### src/rtl/rsv_demux_sched_pkg.sv
// Shared definitions for the reservation demux scheduler: port map, select encodings
// and stall-FSM state codes.
package rsv_demux_sched_pkg;

    localparam int NUM_PORTS = 5;
    localparam int PORT_W    = 3;

    typedef logic [PORT_W-1:0] port_t;

    // Must match the demux1to5 select map.
    localparam port_t PORT_OUT1        = 3'd0;
    localparam port_t PORT_OUT2        = 3'd1;
    localparam port_t PORT_OUT3        = 3'd2;
    localparam port_t PORT_OUT4        = 3'd3;
    localparam port_t PORT_OUT5        = 3'd4;
    localparam port_t PORT_ILLEGAL_MIN = 3'd5;

    localparam logic S_IDLE = 1'b0;
    localparam logic S_WAIT = 1'b1;

    function automatic logic [NUM_PORTS-1:0] port_onehot(input port_t p);
        logic [NUM_PORTS-1:0] oh;
        oh = '0;
        case (p)
            PORT_OUT1: oh = 5'b00001;
            PORT_OUT2: oh = 5'b00010;
            PORT_OUT3: oh = 5'b00100;
            PORT_OUT4: oh = 5'b01000;
            PORT_OUT5: oh = 5'b10000;
            default:   oh = '0;
        endcase
        return oh;
    endfunction

endpackage

### src/rtl/rsv_demux_sched_if.sv
// Flit-in / demux-out handshake bundle between route-compute, scheduler and demux.
interface rsv_demux_sched_if
    import rsv_demux_sched_pkg::*;
#(
    parameter int WIDTH = 1
) ();

    logic                 in_valid;
    logic                 in_ready;
    logic [WIDTH-1:0]     in_data;
    port_t                in_port;
    logic [WIDTH-1:0]     dmx_din;
    port_t                dmx_sel;
    logic [NUM_PORTS-1:0] out_valid;
    logic [NUM_PORTS-1:0] out_ready;

    modport master (
        output in_valid, in_data, in_port, out_ready,
        input  in_ready, dmx_din, dmx_sel, out_valid
    );

    modport slave (
        input  in_valid, in_data, in_port, out_ready,
        output in_ready, dmx_din, dmx_sel, out_valid
    );

endinterface

### src/rtl/rsv_sync_fifo.sv
// Registered synchronous FIFO, no bypass: a push is visible at the head one edge later.
module rsv_sync_fifo #(
    parameter int W     = 4,
    parameter int DEPTH = 2
) (
    input  logic         clk,
    input  logic         rst_n,
    input  logic         push,
    input  logic [W-1:0] wdata,
    input  logic         pop,
    output logic         full,
    output logic         empty,
    output logic [W-1:0] head
);

    localparam int AW = $clog2(DEPTH);
    localparam logic [AW:0] FULL_CNT = (AW+1)'(DEPTH);

    logic [DEPTH-1:0][W-1:0] mem_q, mem_d;
    logic [AW-1:0]           wr_ptr_q, wr_ptr_d;
    logic [AW-1:0]           rd_ptr_q, rd_ptr_d;
    logic [AW:0]             cnt_q, cnt_d;
    logic                    do_push;
    logic                    do_pop;

    assign full    = (cnt_q == FULL_CNT);
    assign empty   = (cnt_q == '0);
    assign head    = mem_q[rd_ptr_q];
    assign do_push = push & ~full;
    assign do_pop  = pop & ~empty;

    // Pointers are AW bits wide, so wrap modulo DEPTH falls out of the addition.
    always_comb begin
        mem_d    = mem_q;
        wr_ptr_d = wr_ptr_q;
        rd_ptr_d = rd_ptr_q;
        cnt_d    = cnt_q;
        if (do_push) begin
            mem_d[wr_ptr_q] = wdata;
            wr_ptr_d        = wr_ptr_q + 1'b1;
        end
        if (do_pop) begin
            rd_ptr_d = rd_ptr_q + 1'b1;
        end
        case ({do_push, do_pop})
            2'b10:   cnt_d = cnt_q + 1'b1;
            2'b01:   cnt_d = cnt_q - 1'b1;
            default: cnt_d = cnt_q;
        endcase
    end

    always_ff @(posedge clk) begin
        if (!rst_n) begin
            mem_q    <= '0;
            wr_ptr_q <= '0;
            rd_ptr_q <= '0;
            cnt_q    <= '0;
        end else begin
            mem_q    <= mem_d;
            wr_ptr_q <= wr_ptr_d;
            rd_ptr_q <= rd_ptr_d;
            cnt_q    <= cnt_d;
        end
    end

endmodule

### src/rtl/rsv_demux_sched.sv
// Scheduler in front of demux1to5: buffers routed flits, drives select/data for the head
// flit, drops illegal-port flits and flags head-of-line stalls.
//
//  state  | meaning
//  S_IDLE | head absent, or present and not yet blocked for a cycle
//  S_WAIT | head blocked; stall_cnt counts blocked cycles up to STALL_MAX
module rsv_demux_sched
    import rsv_demux_sched_pkg::*;
#(
    parameter int WIDTH     = 1,
    parameter int DEPTH     = 2,
    parameter int STALL_MAX = 15
) (
    input  logic                 clk,
    input  logic                 rst_n,
    rsv_demux_sched_if.slave     bus,
    output logic                 drop_pulse,
    output logic [7:0]           drop_cnt,
    output logic                 hol_stall,
    output logic                 busy
);

    localparam int FW = WIDTH + PORT_W;
    localparam logic [7:0] STALL_MAX_C = 8'(STALL_MAX);

    logic          fifo_full;
    logic          fifo_empty;
    logic [FW-1:0] fifo_head;
    port_t         head_port;
    logic [WIDTH-1:0] head_data;
    logic          accept;
    logic          legal;
    logic          push;
    logic          drop;
    logic          pop;

    logic          state_q, state_d;
    logic [7:0]    stall_cnt_q, stall_cnt_d;
    logic          drop_pulse_q, drop_pulse_d;
    logic [7:0]    drop_cnt_q, drop_cnt_d;

    assign legal  = (bus.in_port < PORT_ILLEGAL_MIN);
    assign accept = bus.in_valid & bus.in_ready;
    assign push   = accept & legal;
    assign drop   = accept & ~legal;

    rsv_sync_fifo #(
        .W     (FW),
        .DEPTH (DEPTH)
    ) u_fifo (
        .clk   (clk),
        .rst_n (rst_n),
        .push  (push),
        .wdata ({bus.in_port, bus.in_data}),
        .pop   (pop),
        .full  (fifo_full),
        .empty (fifo_empty),
        .head  (fifo_head)
    );

    assign head_port = fifo_head[FW-1:WIDTH];
    assign head_data = fifo_head[WIDTH-1:0];

    assign bus.in_ready  = ~fifo_full;
    assign bus.out_valid = fifo_empty ? '0 : port_onehot(head_port);
    assign bus.dmx_sel   = fifo_empty ? '0 : head_port;
    assign bus.dmx_din   = fifo_empty ? '0 : head_data;
    // Only the head port's ready can pop; other ready bits are masked by out_valid.
    assign pop           = |(bus.out_valid & bus.out_ready);
    assign busy          = ~fifo_empty;

    // Entering WAIT loads 1: the IDLE cycle that saw the blocked head is the first stall cycle.
    always_comb begin
        state_d     = state_q;
        stall_cnt_d = stall_cnt_q;
        if (state_q == S_IDLE) begin
            if (!fifo_empty && !pop) begin
                state_d     = S_WAIT;
                stall_cnt_d = 8'd1;
            end
        end else begin
            if (pop || fifo_empty) begin
                state_d     = S_IDLE;
                stall_cnt_d = '0;
            end else if (stall_cnt_q != STALL_MAX_C) begin
                stall_cnt_d = stall_cnt_q + 8'd1;
            end
        end
    end

    always_comb begin
        drop_pulse_d = drop;
        drop_cnt_d   = drop_cnt_q;
        if (drop && (drop_cnt_q != 8'hFF)) begin
            drop_cnt_d = drop_cnt_q + 8'd1;
        end
    end

    always_ff @(posedge clk) begin
        if (!rst_n) begin
            state_q      <= S_IDLE;
            stall_cnt_q  <= '0;
            drop_pulse_q <= 1'b0;
            drop_cnt_q   <= '0;
        end else begin
            state_q      <= state_d;
            stall_cnt_q  <= stall_cnt_d;
            drop_pulse_q <= drop_pulse_d;
            drop_cnt_q   <= drop_cnt_d;
        end
    end

    assign hol_stall  = (state_q == S_WAIT) && (stall_cnt_q == STALL_MAX_C);
    assign drop_pulse = drop_pulse_q;
    assign drop_cnt   = drop_cnt_q;

endmodule

### src/flat_wrapper.sv
// flat-port wrapper written by rule: the top's interface ports become plain ports
module rsv_demux_sched_flat import rsv_demux_sched_pkg::*;
#(
    parameter int WIDTH     = 1,
    parameter int DEPTH     = 2,
    parameter int STALL_MAX = 15
)
  (clk, rst_n, drop_pulse, drop_cnt, hol_stall, busy, bus_in_valid, bus_in_data, bus_in_port, bus_out_ready, bus_in_ready, bus_dmx_din, bus_dmx_sel, bus_out_valid);
  rsv_demux_sched_if #(.WIDTH(WIDTH)) bus_i ();
  input  logic clk;
  input  logic rst_n;
  output logic drop_pulse;
  output logic [7:0] drop_cnt;
  output logic hol_stall;
  output logic busy;
  input wire logic [$bits(bus_i.in_valid)-1:0] bus_in_valid;
  input wire logic [$bits(bus_i.in_data)-1:0] bus_in_data;
  input wire logic [$bits(bus_i.in_port)-1:0] bus_in_port;
  input wire logic [$bits(bus_i.out_ready)-1:0] bus_out_ready;
  output wire logic [$bits(bus_i.in_ready)-1:0] bus_in_ready;
  output wire logic [$bits(bus_i.dmx_din)-1:0] bus_dmx_din;
  output wire logic [$bits(bus_i.dmx_sel)-1:0] bus_dmx_sel;
  output wire logic [$bits(bus_i.out_valid)-1:0] bus_out_valid;
  assign bus_i.in_valid = bus_in_valid;
  assign bus_i.in_data = bus_in_data;
  assign bus_i.in_port = bus_in_port;
  assign bus_i.out_ready = bus_out_ready;
  assign bus_in_ready = bus_i.in_ready;
  assign bus_dmx_din = bus_i.dmx_din;
  assign bus_dmx_sel = bus_i.dmx_sel;
  assign bus_out_valid = bus_i.out_valid;
  rsv_demux_sched #(.WIDTH(WIDTH), .DEPTH(DEPTH), .STALL_MAX(STALL_MAX)) u_core (.clk(clk), .rst_n(rst_n), .bus(bus_i), .drop_pulse(drop_pulse), .drop_cnt(drop_cnt), .hol_stall(hol_stall), .busy(busy));
endmodule
### config.mk
export PLATFORM = sky130hd
export DESIGN_NAME = rsv_demux_sched_flat
export DESIGN_NICKNAME = d
export VERILOG_FILES = /design/src/rtl/rsv_demux_sched_pkg.sv /design/src/rtl/rsv_demux_sched_if.sv /design/src/rtl/rsv_sync_fifo.sv /design/src/rtl/rsv_demux_sched.sv /design/src/flat_wrapper.sv
export SDC_FILE = /design/constraint.sdc
export NUM_CORES = 1
export LEC_CHECK = 0
export CORE_MARGIN = 5
export CORE_UTILIZATION = 54
export CTS_BUF_LIST = sky130_fd_sc_hd__clkbuf_8
export DETAILED_ROUTE_END_ITERATION = 7
export PLACE_DENSITY_LB_ADDON = 0.08
export RECOVER_POWER = 100
export SYNTH_ARGS = -nofsm -noshare
export SYNTH_HDL_FRONTEND = slang
export SYNTH_HIERARCHICAL = 1
export SYNTH_SLANG_ARGS = --single-unit
export TNS_END_PERCENT = 5
### constraint.sdc
create_clock -name clk -period 3.5 [get_ports clk]
set_clock_uncertainty 0.05 [all_clocks]
set_input_delay 1.05 -clock clk [delete_from_list [all_inputs] [get_ports clk]]
set_output_delay 1.05 -clock clk [all_outputs]
set_load 0.02 [all_outputs]
Word-level counts from Yosys, hierarchy flattened:

Cells that the tools add are included.

* muxes and demuxes: 17
* $add $sub $neg: 6
* bitwise gates (word level): 9
* equal/unequal tests: 11
* reduce and logical (&&, ||, !) cells: 13
* order comparisons: 4

Operator list (number)
* 8-bit two-way mux: 4
* 5-bit case mux with 5 select lines: 1
* 8-bit by 1-bit adder with 8-bit output (second input constant): 2
* 4-bit two-way mux: 3
* 8-bit bitwise mux: 1
* 8-bit by 4-bit equality test with 1-bit output (second input constant): 1
* 8-bit by 4-bit != test with 1-bit output (second input constant): 1
* 8-bit != test (second input constant): 1
* 3-bit by 2-bit equality test with 1-bit output (second input constant): 2
* 1-bit bitwise AND: 5
* 5-bit bitwise AND: 1
* 5-bit two-way mux: 1
* 5-bit OR reduction: 1
* 4-bit demux with 1-bit select: 1
* 2-bit equality test (second input constant): 2
* 1-bit logical AND: 4
* 1-bit by 2-bit < comparator with 1-bit output (second input constant): 2
* 1-bit two-way mux: 4
* 2-bit case mux with 2 select lines: 1
* 2-bit nonzero test: 2
* 3-bit by 1-bit equality test with 1-bit output (second input constant): 1
* 3-bit equality test (second input constant): 1
* 3-bit logical NOT: 1
* 3-bit < comparator (second input constant): 1
* other kinds (12): 16

* input bits: 12
* output and inout bits: 21
* logic and storage cells: 69
* bits in registers: 30

Logic depth before layout (Yosys ltp):

Gate-level depths: netlist (run 1).

* depth in word-level cells: 11
* gate-level depth with buffers: 13
* mapped depth without buffers: 11

Modules after synthesis:

Netlist (run 1), hierarchy kept.

By module, submodules not included
* rsv_demux_sched: area an instance 1184.9 sq um, cells each 138, sequential area each 360.3 sq um, instances 1
* rsv_sync_fifo: area an instance 555.5 sq um, cells each 58, sequential area each 240.2 sq um, instances 1

Worst setup path before layout (run 1):

No wires, ideal clock.

* kind: flip-flop to flip-flop
* from: register u_core.u_fifo.rd_ptr_q
* to: register u_core.u_fifo.cnt_q[1]
* data required time: 3.374 ns
* clock period less this slack: 3.026 ns
* arrival: 2.900 ns
* path slack: 0.474 ns
* setup time: 0.076 ns
* path buffers: 2
* cell stages (with the launch flop): 11
* cell sequence: dfxtp_1 mux2_2 buf_2 nor4_2 a32oi_4 buf_4 o31ai_1 o21a_1 ha_1 or3_1 a21boi_0

* cells in the longest elaborated chain, start to end: 10

RTL lines
* start: declaration: line rsv_sync_fifo.sv:21 `logic [AW-1:0] rd_ptr_q, rd_ptr_d;`
* start signal: assignment: line rsv_sync_fifo.sv:61 `rd_ptr_q <= rd_ptr_d;`
* 4-bit two-way mux (implied by the code) * (2 in a row): line rsv_sync_fifo.sv:28 `assign head = mem_q[rd_ptr_q];`
* net u_core.fifo_head[2]: line rsv_demux_sched.sv:28 `logic [FW-1:0] fifo_head;`
* 3-bit equality test, or another cell as far along: line rsv_demux_sched_pkg.sv:24 `case (p)`
* 5-bit case mux with 5 select lines *: line rsv_demux_sched_pkg.sv:24
* 5-bit two-way mux *: line rsv_demux_sched.sv:65 `assign bus.out_valid = fifo_empty ? '0 : port_onehot(head_port);`
* net bus_out_valid[0]: line flat_wrapper.sv:23 `output wire logic [$bits(bus_i.out_valid)-1:0] bus_out_valid;`
* 5-bit bitwise AND *: line rsv_demux_sched.sv:69 `assign pop = |(bus.out_valid & bus.out_ready);`
* 5-bit OR reduction *: line rsv_demux_sched.sv:69
* net u_core.pop: line rsv_demux_sched.sv:35 `logic pop;`
* 1-bit bitwise AND *: line rsv_sync_fifo.sv:30 `assign do_pop = pop & ~empty;`
* net u_core.u_fifo.do_pop: line rsv_sync_fifo.sv:24 `logic do_pop;`
* 2-bit by 1-bit equality test with 1-bit output / 2-bit equality test (equally long branches): line rsv_sync_fifo.sv:45 `case ({do_push, do_pop})`
* 2-bit case mux with 2 select lines / 2-bit nonzero test (equally long branches)
* end signal: assignment: line rsv_sync_fifo.sv:62 `cnt_q <= cnt_d;`
* end: declaration: line rsv_sync_fifo.sv:22 `logic [AW:0] cnt_q, cnt_d;`

Mark *: on every way through the listed nets, which the timed path passes. The rest lies on a longest branch. The select of a mux whose other input is x is not followed.
A chain may end at the register's enable or synchronous reset.

Final worst setup path (run 1):

* from: register u_core.u_fifo.rd_ptr_q
* to: output port bus_out_valid[0]

* cells in the longest elaborated chain, start to end: 5

RTL lines (line)
* 4-bit two-way mux (implied by the code) * (2 in a row): rsv_sync_fifo.sv:28
* net u_core.fifo_head[3]: rsv_demux_sched.sv:28
* 3-bit equality test, or another cell as far along: rsv_demux_sched_pkg.sv:24
* 5-bit case mux with 5 select lines *: rsv_demux_sched_pkg.sv:24
* 5-bit two-way mux *: rsv_demux_sched.sv:65
* end: declaration: flat_wrapper.sv:23

Marked as above.

==> results_dict.tcl, run 1 <==
set metrics [dict create \
    cts_buffers 5 \
    drcViolationCount 0 \
    relSlewSlack 0.349 \
    tightest_slew_ns 0.976 \
    clk_root_buffer_cell "clkbuf_8" \
    r2r-end "u_core/u_fifo/cnt_q[1]$_SDFFE_PN0P_" \
    r2r-start "u_core/u_fifo/cnt_q[0]$_SDFFE_PN0P_" \
    path_class "flip-flop to output port" \
    yosysSeqAreaShare 0.345 \
    period_needed_ns 3.38 \
    final_common_cell "dfxtp_1" \
    final_antenna_net_count 0 \
    dp_hpwl_um 2940 \
    rsz0062_at_grt "false" \
    fmax_ghz 0.296 \
    synth-simple-area-share 0.291 \
    cts.clk_slew.worst_paths_ns 0.07 \
    fp-row-count 20 \
    reg2reg_slack_ns 0.69 \
    cp_num_buf_inv 1 \
    final.period_utilization 0.967 \
    finalHoldViolCount 0 \
    cp_slowest_cell "clkdlybuf4s50_1" \
    ctsHoldBuffers 0 \
    leakagePower_nw 0.817 \
    synth_top_family_by_area "simple AND/OR/NAND/NOR gates" \
    initial_core_util 0.565 \
    drt-initial-drc-count 87 \
    htree_num_levels 2 \
    io_pins 33 \
    post_cts_resize_count 0 \
    finalWirelength_um 4130 \
    synth-xor-area-share 0.0201 \
    synth.net_count 211 \
    port_buffers 32 \
    area_delta_synth_final_pct 26.1 \
    die_w_um 66.8 \
    arrival_ns 2.28 \
    core_area_um2 3080 \
    holdPathStages 2 \
    avgViaCountPerCell 5.89 \
    overflow 0 \
    synth_cells 196 \
    dp_cells 266 \
    cts_sinks 30 \
    path_delay_family "buffers and inverters" \
    place_congestion 0.807 \
    hold_class "flip-flop to flip-flop" \
    drv_cap 0 \
    path_cells "mux2_1, nor4_2, clkdlybuf4s50_1" \
    p_per_area_nw_per_um2 481 \
    synth_warnings 6 \
    status "complete, no violations" \
    fin_tns_setup_ns 0 \
    drv_slew 0 \
    min_to "u_core/u_fifo/mem_q[3]$_SDFFE_PN0P_" \
    final_cell_mix "dfxtp_1, nand2_1, dlygate4sd3_1" \
    synth_compound_area_frac 0.191 \
    min_from "u_core/u_fifo/mem_q[3]$_SDFFE_PN0P_" \
    dr.pass1.iters 4 \
    r2r_cells 10 \
    synth-adder-area-share 0.0216 \
    instances_no_fill 274 \
    ir_worst_vdd_uv 318 \
    setup_viol 0 \
    synthDistinctLibCells 52 \
    clockBufferDepth 2 \
    grt_first_pass_wirelength_um 6910 \
    die_h_um 66.8 \
    ys_ff_latch 30 \
    path_max_fanout 5 \
    vias 1613 \
    cts_setup_buffers 0 \
    required_ns 2.40 \
    cts_tree "built" \
    clock_latency_ns 0.28 \
    grt_pass1_vias 1551 \
    die_area_um2 4460 \
    nNetsFinal 244 \
    syn_area_um2 1740 \
    setup.worst_path.end_class "output port" \
    layout-drive-gt1-share 0.104 \
    start_kind "flip-flop" \
    slowest_delay_ns 0.68 \
    antenna_found_initial 0 \
    postSynthAreaPerCell_um2 8.88 \
    post_drt_wl_per_cell_um 15.1 \
    synth_mux_area_frac 0.0841 \
    grt_util_all_layers 0.202 \
    grt_max_degree 27 \
    n_antenna_cell 0 \
]
## worst register-to-register path, stage by stage (launching register included)
cell and delay, ns:
dfxtp_1 0.36, nor2_1 0.67, inv_2 0.08, nand2_1 0.14
inv_1 0.09, a32oi_4 0.24, o31ai_1 0.10, o21a_1 0.16
ha_1 0.34, or3_1 0.35, a21boi_0 0.15
## final cells by class
class                           count  area (µm²)
Inverter                            9        38.8
Clock buffer                        6        82.6
Clock inverter                      2        60.1
Tap cell                           44        55.1
Sequential cell                    30         601
Multi-Input combinational cell    149        1030
Fill cell                         257         883
Timing Repair Buffer               34         325
## synthesized netlist by cell type (all sizes together)
library cell | number | share of area
dfxtp | 30 | 0.35
nand2 | 25 | 0.054
mux2i | 9 | 0.052
nand3 | 9 | 0.026
o21ai | 9 | 0.026
inv | 8 | 0.017
nor2 | 8 | 0.017
a21oi | 6 | 0.017
and3 | 6 | 0.022
nand4 | 6 | 0.022
nor2b | 6 | 0.022
o211ai | 6 | 0.034
a31oi | 5 | 0.018
mux2 | 5 | 0.032
or3 | 5 | 0.018
buf | 4 | 0.017
clkbuf | 4 | 0.0086
nor4 | 4 | 0.018
ha | 3 | 0.022
nor3 | 3 | 0.0086
o31ai | 3 | 0.013
xnor2 | 3 | 0.015
a21boi | 2 | 0.0086
and2 | 2 | 0.0072
nor3b | 2 | 0.0086
nor4b | 2 | 0.019
nor4bb | 2 | 0.019
o21a | 2 | 0.0086
or4 | 2 | 0.0086
a2111oi | 1 | 0.016
a211o | 1 | 0.0050
a21o | 1 | 0.0043
a311oi | 1 | 0.0050
a32oi | 1 | 0.016
clkinv | 1 | 0.0050
nand2b | 1 | 0.0050
nand4b | 1 | 0.0050
o21bai | 1 | 0.0043
o221ai | 1 | 0.0050
o311ai | 1 | 0.0050
o41ai | 1 | 0.0050
or2 | 1 | 0.0050
or4b | 1 | 0.0079
xor2 | 1 | 0.0050
## cell families (layout without fill, tap and decap cells)
kind of cell	Yosys count	after routing
and+or+nand+nor	86	86
AOI/OAI and AO/OA	42	42
DFF	30	30
buffers and inverters	17	51
muxes	14	14
xor gates and xnor gates	4	4
adders and majority gates	3	3
## layer usage
| metal | share of wire | GRT usage | up-vias | wire length (µm) |
|---|---|---|---|---|
| met5 | 0 | 0 | - | 0 |
| met3 | 0.050 | 0.0624 | 8 | 205 |
| met4 | 0.017 | 0.0939 | 0 | 70 |
| met1 | 0.45 | 0.225 | 775 | 1870 |
| met2 | 0.48 | 0.349 | 35 | 1990 |
| li1 | - | - | 795 | - |
## registers in the layout, summed over array words and instances, names as in the netlist
register,cells
u_core/u_fifo/wr_ptr_q,1
u_core/state_q,1
u_core/u_fifo/rd_ptr_q,1
u_core/drop_cnt,8
u_core/drop_pulse,1
u_core/stall_cnt_q,8
u_core/u_fifo/cnt_q,2
u_core/u_fifo/mem_q,8
## metrics by stage
step / utilization / instance area, µm² / setup slack [ns] / power [mW] / hold slack, ns
5_1_grt: 0.713 / 2190 / 0.0228 / 1.11 / 0.436
3_5_place_dp: 0.678 / 2090 / 0.292 / 0.637 / 0.415
3_3_place_gp: 0.678 / 2090 / 0.359 / 0.625 / 0.401
4_1_cts: 0.724 / 2230 / 0.114 / 1.08 / 0.423
6_report: 0.713 / 2190 / 0.116 / 1.06 / 0.422
2_1_floorplan: - / 1740 / 0.474 / 0.562 / 0.381
## how the worst max path moves through the flow
stage                                                      to  slack, ns  cells after the start                                 from
after detailed placement  u_core/u_fifo/cnt_q[1]$_SDFFE_PN0P_       0.29                      8                     bus_out_ready[1]
after CTS                                    bus_out_valid[0]       0.11                      3  u_core/u_fifo/rd_ptr_q$_SDFFE_PN0P_
final                                        bus_out_valid[0]       0.12                      3  u_core/u_fifo/rd_ptr_q$_SDFFE_PN0P_
after global placement    u_core/u_fifo/cnt_q[1]$_SDFFE_PN0P_       0.36                      8                     bus_out_ready[3]
after floorplan           u_core/u_fifo/cnt_q[1]$_SDFFE_PN0P_       0.47                     10  u_core/u_fifo/rd_ptr_q$_SDFFE_PN0P_
after global routing                         bus_out_valid[0]       0.02                      3  u_core/u_fifo/rd_ptr_q$_SDFFE_PN0P_
## report_power, final
part | internal (mW) | switching, mW | leakage (nW)
sequential | 0.362 | 0.0231 | 0.243
clock | 0.304 | 0.134 | 0.0714
combinational | 0.0982 | 0.135 | 0.502
Note: power is estimated with default switching activity, not from simulation.
==> inputs of run 2 (changes only) <==
Settings changed: CORE_UTILIZATION 54 to 45.
==> run 2 against run 1 <==
Against the previous run:
- sequential share of layout area grew 0.32 points
- global-route usage decreased by 3.8 points
- sequential power is essentially flat
- core utilization down 13 points
- register-to-register slack better by 0.19 ns
- first-iteration DRC count grew 14%
- total power decreased by 14%
- maximum frequency is 1.1% higher
- critical path depth is the same
==> results_dict.tcl, run 2 (synthesis results as in run 1) <==
set metrics [dict create \
    ctsHoldBuffers 0 \
    clock_latency_ns 0.29 \
    avgViaCountPerCell 5.72 \
    status "complete, no violations" \
    core_area_um2 3720 \
    fp-row-count 22 \
    vias 1602 \
    final_cell_mix "dfxtp_1, nand2_1, dlygate4sd3_1" \
    nNetsFinal 246 \
    p_per_area_nw_per_um2 418 \
    finalWirelength_um 3960 \
    setup.worst_path.end_class "output port" \
    dr_wl_met2_um 1860 \
    path_max_fanout 10 \
    final_core_util 0.584 \
    path_delay_family "buffers and inverters" \
    path_class "flip-flop to output port" \
    htree_num_levels 2 \
    final.period_utilization 0.956 \
    slowest_delay_ns 0.68 \
    tightest_slew_ns 0.968 \
    initial_core_util 0.468 \
    grt_first_pass_wirelength_um 6880 \
    setup_viol 0 \
    drcViolationCount 0 \
    die_h_um 72.2 \
    holdPathStages 2 \
    wl_met1_um 1800 \
    die_w_um 72.2 \
    final_antenna_net_count 0 \
    total_power_uw 907 \
    cp_num_buf_inv 1 \
    grt_pass1_vias 1573 \
    leakagePower_nw 0.816 \
    r2r_cells 8 \
    n_antenna_cell 0 \
    dp_hpwl_um 2930 \
    relSlewSlack 0.355 \
    hold_class "flip-flop to flip-flop" \
    clk_root_buffer_cell "clkbuf_8" \
    ir_worst_vdd_uv 221 \
    dp_cells 272 \
    die_area_um2 5210 \
    drv_cap 0 \
    cts_sinks 30 \
    place_congestion 0.821 \
    cts_buffers 5 \
    port_buffers 32 \
    cts.clk_slew.worst_paths_ns 0.06 \
    drt-initial-drc-count 99 \
    period_needed_ns 3.35 \
    rsz0062_at_grt "false" \
    fin_tns_setup_ns 0 \
    final_common_cell "dfxtp_1" \
    required_ns 2.40 \
    post_drt_wl_per_cell_um 14.2 \
    finalHoldViolCount 0 \
    antenna_found_initial 0 \
    dr.pass1.iters 4 \
    overflow 0 \
    routed-wl-met3_um 254 \
    io_pins 33 \
    crit_cells 3 \
    layout-drive-gt1-share 0.112 \
    cts_tree "built" \
    drv_slew 0 \
    post_cts_resize_count 0 \
    grt_max_degree 27 \
    fmax_ghz 0.299 \
    clockBufferDepth 2 \
    path_cells "mux2_2, nor4_2, clkdlybuf4s50_1" \
    instances_no_fill 280 \
    cp_slowest_cell "clkdlybuf4s50_1" \
    grt_util_all_layers 0.164 \
    cts_setup_buffers 0 \
    reg2reg_slack_ns 0.88 \
    arrival_ns 2.25 \
    start_kind "flip-flop" \
    hold_ws_ns 0.405 \
    area_delta_synth_final_pct 24.7 \
    top_layer "met4" \
]
[run 2: changes by cell type in the layout (fill, tap and decap cells not counted)]
cell,previous run,this run
buf_4,1,3
bufinv_16,2,0
dlygate4sd3_1,19,21
clkbuf_1,2,1
clkdlybuf4s50_1,12,11
clkinv_2,0,1
inv_1,6,7
mux2_1,1,0
mux2_2,4,5
[run 2: layout make-up]
class / instances / area [µm²]
multi-input cells: 149 / 1030
well taps: 48 / 60.1
flip-flops and latches: 30 / 601
clock inverters: 2 / 8.76
clock buffers: 6 / 82.6
inverters: 9 / 38.8
repair buffers: 36 / 347
fillers: 366 / 1550
[run 2: routing by layer]
metal,up-vias,GRT usage
li1,796,-
met1,753,0.200
met2,48,0.271
met3,5,0.0499
met4,0,0.0605
met5,-,0
[run 2: worst min-delay path, delay by kind of cell, from the launching register on]
family,cells,cell delay [ns]
DFF,1,0.31
muxes,1,0.05
and+or+nand+nor,1,0.05
[run 2: worst paths after layout]
path	start	end
max	u_core/u_fifo/rd_ptr_q$_SDFFE_PN0P_	bus_out_valid[0]
min reg2reg	u_core/u_fifo/mem_q[7]$_SDFFE_PN0P_	u_core/u_fifo/mem_q[7]$_SDFFE_PN0P_
max reg2reg	u_core/u_fifo/rd_ptr_q$_SDFFE_PN0P_	u_core/u_fifo/cnt_q[1]$_SDFFE_PN0P_
min	u_core/u_fifo/mem_q[7]$_SDFFE_PN0P_	u_core/u_fifo/mem_q[7]$_SDFFE_PN0P_
[run 2: metrics by stage]
| step | setup slack, ns | cell area, µm² |
|---|---|---|
| after floorplan | 0.474 | 1740 |
| after global placement | 0.399 | 2110 |
| after detailed placement | 0.328 | 2110 |
| after CTS | 0.126 | 2200 |
| after global routing | 0.0265 | 2170 |
| final | 0.155 | 2170 |
[run 2: power breakdown]
group          internal (mW)  switching (mW)  leakage, nW  total (mW)
combinational          0.104           0.132        0.520       0.236
sequential             0.362          0.0214        0.243       0.384
clock                  0.155           0.132       0.0524       0.287
